### src/rtl/mem_32_32_pkg.sv
// mem_32_32_pkg: shared constants and types for the register-file array.
//   MEM_DATA_W : word width in bits
//   MEM_ADDR_W : address width in bits
//   MEM_DEPTH  : number of entries (2**MEM_ADDR_W)
//   word_t     : one datapath word
package mem_32_32_pkg;

  localparam int MEM_DATA_W = 32;
  localparam int MEM_ADDR_W = 5;
  localparam int MEM_DEPTH  = 2 ** MEM_ADDR_W;

  typedef logic [MEM_DATA_W-1:0] word_t;

endpackage : mem_32_32_pkg

### src/rtl/mem_32_32.sv
// mem_32_32: 32 x 32-bit register file, two combinational read ports and
// one synchronous write port.
//
// Ports:
//   CLK   in  1       clock, writes on rising edge
//   RST_N in  1       asynchronous active-low reset, clears every entry
//   WE3   in  1       write enable for port 3
//   A1    in  ADDR_W  read address, port 1
//   A2    in  ADDR_W  read address, port 2
//   A3    in  ADDR_W  write address, port 3
//   WD3   in  DATA_W  write data, port 3
//   RD1   out DATA_W  mem[A1], combinational
//   RD2   out DATA_W  mem[A2], combinational
//
// Interface timing: there is no handshake. Every rising edge with RST_N=1
// and WE3=1 writes WD3 into entry A3; the reads follow the stored contents
// with zero latency and never stall.
module mem_32_32
  import mem_32_32_pkg::*;
#(
  parameter int DATA_W = MEM_DATA_W,
  parameter int ADDR_W = MEM_ADDR_W
) (
  input  logic              CLK,
  input  logic              RST_N,
  input  logic              WE3,
  input  logic [ADDR_W-1:0] A1,
  input  logic [ADDR_W-1:0] A2,
  input  logic [ADDR_W-1:0] A3,
  input  logic [DATA_W-1:0] WD3,
  output logic [DATA_W-1:0] RD1,
  output logic [DATA_W-1:0] RD2
);

  localparam int DEPTH = 2 ** ADDR_W;

  // Flip-flop storage so the whole array clears asynchronously and both
  // read ports can be plain muxes.
  logic [DATA_W-1:0] mem_q [DEPTH];
  logic [DATA_W-1:0] mem_d [DEPTH];

  // Next-state: hold everything, overwrite only the addressed entry.
  // Entry 0 is ordinary storage, no hardwired zero.
  always_comb begin
    mem_d = mem_q;
    if (WE3) begin
      mem_d[A3] = WD3;
    end
  end

  always_ff @(posedge CLK or negedge RST_N) begin
    if (!RST_N) begin
      for (int i = 0; i < DEPTH; i++) begin
        mem_q[i] <= '0;
      end
    end else begin
      mem_q <= mem_d;
    end
  end

  // Reads come from the registered array only: a same-address write shows
  // up after the edge, never before it (no write-first bypass).
  assign RD1 = mem_q[A1];
  assign RD2 = mem_q[A2];

endmodule : mem_32_32

### config.mk
export PLATFORM = sky130hd
export DESIGN_NAME = mem_32_32
export DESIGN_NICKNAME = d
export VERILOG_FILES = /design/src/rtl/mem_32_32_pkg.sv /design/src/rtl/mem_32_32.sv
export SDC_FILE = /design/constraint.sdc
export NUM_CORES = 2
export LEC_CHECK = 0
export CELL_PAD_IN_SITES_DETAIL_PLACEMENT = 0
export CELL_PAD_IN_SITES_GLOBAL_PLACEMENT = 2
export CORE_MARGIN = 2
export CORE_UTILIZATION = 29
export CTS_CLUSTER_SIZE = 24
export DETAILED_ROUTE_END_ITERATION = 16
export GPL_ROUTABILITY_DRIVEN = 0
export PLACE_DENSITY = 0.58
export SLEW_MARGIN = 20
export SYNTH_ARGS = -nofsm -noshare
export SYNTH_HDL_FRONTEND = slang
export SYNTH_SLANG_ARGS = --single-unit
### constraint.sdc
create_clock -name CLK -period 3.5 [get_ports CLK]
set_input_delay 1.05 -clock CLK [delete_from_list [all_inputs] [get_ports CLK]]
set_output_delay 1.05 -clock CLK [all_outputs]
set_load 0.02 [all_outputs]
==> impl_results.md <==
* Core area at 192600 sq um
* Ports at 114
* Largest reg by FF count: mem_q
* Failing checks: setup timing
* Die X at 444.4 microns
* Placed cell count at 7363
* Register-to-register setup slack at 2.68 ns
* Die Span Y at 444.4 microns
* Routed Antenna Nets at 0
* Vias per inst at 5.278
* Worst Skew at 0 ns
* Pin count of the biggest net entering global routing at 96
* Min Tclk post-route at 3.857 ns
* Worst Path Required at 2.45 ns
* Largest registers: mem_q x1024
* Synthesized cell area at 56250 sq um
* R2r endpoint: mem_q[452]
* Grt total ovfl at 0
* Worst hold path class: primary input to async pin
* Worst-path clk slew at 0.06 ns
* Tcrit/Tclk final at 110.2%
* Final wirelength at 227800 microns
* Slowest cell delay on critical path at 0.21 ns
* Number of hold violations in the final report at 0
* Max reg flops at 1024
* Element type at the critical path end: primary output
* # H-tree levels at 3
* CTS root buffer: clkbuf_16
* Fin nets at 5316
* Count of pins over their slew limit at 0
* Crit-path slowest cell: a22oi_1
* Run status: finished with violations
* Vias at 41590
* Post-CTS Hold Buffers at 0
* Design Power at 37.76 mW
* First-pass GRT wire length at 323600 microns
* Design area at 76770 sq um
* Crit path top cell by count: buf_16
* Clk sink count at 1024
* Dpl ws at -1.621 ns
* Post-synth top area cell: dfrtp_1
* Max-cap violations at 0
* Post-route setup slack at -0.3567 ns
* Initial Utilization at 29.21%
* Antenna violations before repair at 7
* DIE AREA at 197500 sq um
* Cell Chain, Critical Path: buf_16 > buf_16 > buf_12 > buf_12 > buf_16 > buf_16 > buf_8 > mux2i_1 > a22oi_1 > nand3_1 > nand3_2 > buf_12
* Placed cell areas at 65080 sq um
* Worst r2r src: mem_q[452]
* Sequential element share of the synthesized area at 45.56%
* Prevailing post-synth register cell: dfrtp_1
* Gr usage total at 22.51%
* Most frequent cells after synthesis: 1024 x dfrtp_1, 1024 x mux2i_1, 987 x mux2_2, 211 x nand2_1, 194 x nand3_1
* Library cells used by synthesis at 28
* Largest delay share family, worst path: buffers and inverters
* CP Buf/Inv Count at 8
* 1st-iter DRT viols at 2581
* Clock Path Buffers at 3
* Crit Path Class: primary input to primary output
* Seq cells post-synth at 1024
* Rows at 161
* Initial DRT Pass Iterations at 5
* Area growth from synthesis to layout at 36.49%
* DRC at 0
* Final setup fails at 64
* Slew headroom at 49.60%
* Ys async rst share at 100.0%
* Syn_area_per_cell at 12.21 sq um
* Vias in the first global route at 43370
* Synthesized net count at 4655
* CTS tree: built
* Setup Total Neg Slack at -15.20 ns
* IO Port Bufs at 113
* Critical path startpoint category: primary input
* Reg2Reg Depth at 1
* Drt wl/cell at 28.91 microns
* CP max FO at 7
* EDFF count, synth at 0
* Ratio of cells with drive above 1 in the final layout at 46.65%
* RSZ-0062 raised after global routing: true
* HPWL after detailed placement at 141400 microns
* Leakage at 35.41 nW
* Worst-margin pin slew at 0.7518 ns
* Fmax at 259.3 MHz
* Worst hold slack at 0.2571 ns
* Synthesized instance count at 4605
* Yosys top cell area share at 45.56%
* Filler Cell Count at 18370
* Layout Cells excl Fill at 7881
* Power Density at 491.9 nW/um^2
* YS warnings at 0
* Data arrival time of the critical path at 2.81 ns
* Top post-synthesis cells by area: dfrtp_1 46%, mux2_2 20%, mux2i_1 18%
* Fin util at 39.86%
* Clock latency on the worst-skew pair at 0.77 ns
* Peak supply drop at 0.4176 mV
* CTS buffer count at 119
-- cell usage in the layout, fill, tap and decap left out, types with 23 or more instances in the layout --
master and instances:
clkdlybuf4s50_1 38, buf_12 261, mux2_1 37, buf_16 53, clkbuf_1 33, mux2_2 987
nor3_2 38, nor3_4 23, buf_4 364, buf_6 180, a22oi_1 152, a31oi_4 28
mux2i_2 47, clkbuf_16 132, a22oi_2 40, buf_8 64, nand3_2 57, mux2i_1 960
nand2_1 185, clkbuf_8 35, nand3_1 116, a21oi_1 173, dfrtp_1 1024, a22o_1 106
-- layout make-up --
type	instances	area, sq um	area share [%]
Tap cell	2526	3161	4.117
Multi-Input combinational cell	3138	30830	40.16
Clock buffer	189	3633	4.733
Clock inverter	19	203.9	0.2657
Sequential cell	1024	25620	33.38
Antenna cell	2	5.005	0.006519
Timing Repair Buffer	983	13310	17.34
-- metal layers --
metal / global-route usage, % / vias to the layer above / share of wire (%)
li1: - / 18470 / -
met1: 30.53 / 22030 / 45
met2: 37.91 / 825 / 48
met3: 2.788 / 271 / 3.8
met4: 5.615 / 0 / 2.6
met5: 0 / - / 0
-- cells by family after synthesis --
logic type | count (synthesis) | synth area share [%]
buf+inv | 444 | 4.362
mux | 2048 | 38.72
simple gates | 513 | 4.378
flops | 1024 | 45.56
compound gates | 576 | 6.976
-- what timing repair did --
| action | 4_1_cts | 5_1_grt |
|---|---|---|
| pin swaps | 226 | 231 |
| buffers inserted | 232 | 82 |
| resized for setup | 963 | 234 |
| setup endpoints to repair | 64 | 64 |
| cloned | 39 | 11 |
| endpoints found under the hold margin | 0 | 0 |
-- power by group --
group	leakage, nW	internal (mW)	switching (mW)
logic	20.4	5.02	4.20
clock network	1.89	7.18	5.40
registers	13.1	14.2	1.79
-- worst max path at each step --
stage / start / endpoint / slack [ns] / depth (start not counted)
6_report: A2[1] / RD2[7] / -0.36 / 12
3_3_place_gp: A2[0] / RD2[18] / -1.62 / 12
4_1_cts: A1[1] / RD1[9] / -0.37 / 12
3_5_place_dp: A2[0] / RD2[18] / -1.62 / 12
2_1_floorplan: A2[1] / RD2[16] / 0.08 / 8
5_1_grt: A2[1] / RD2[1] / -0.40 / 12
Power figures use the tool's default switching activity.
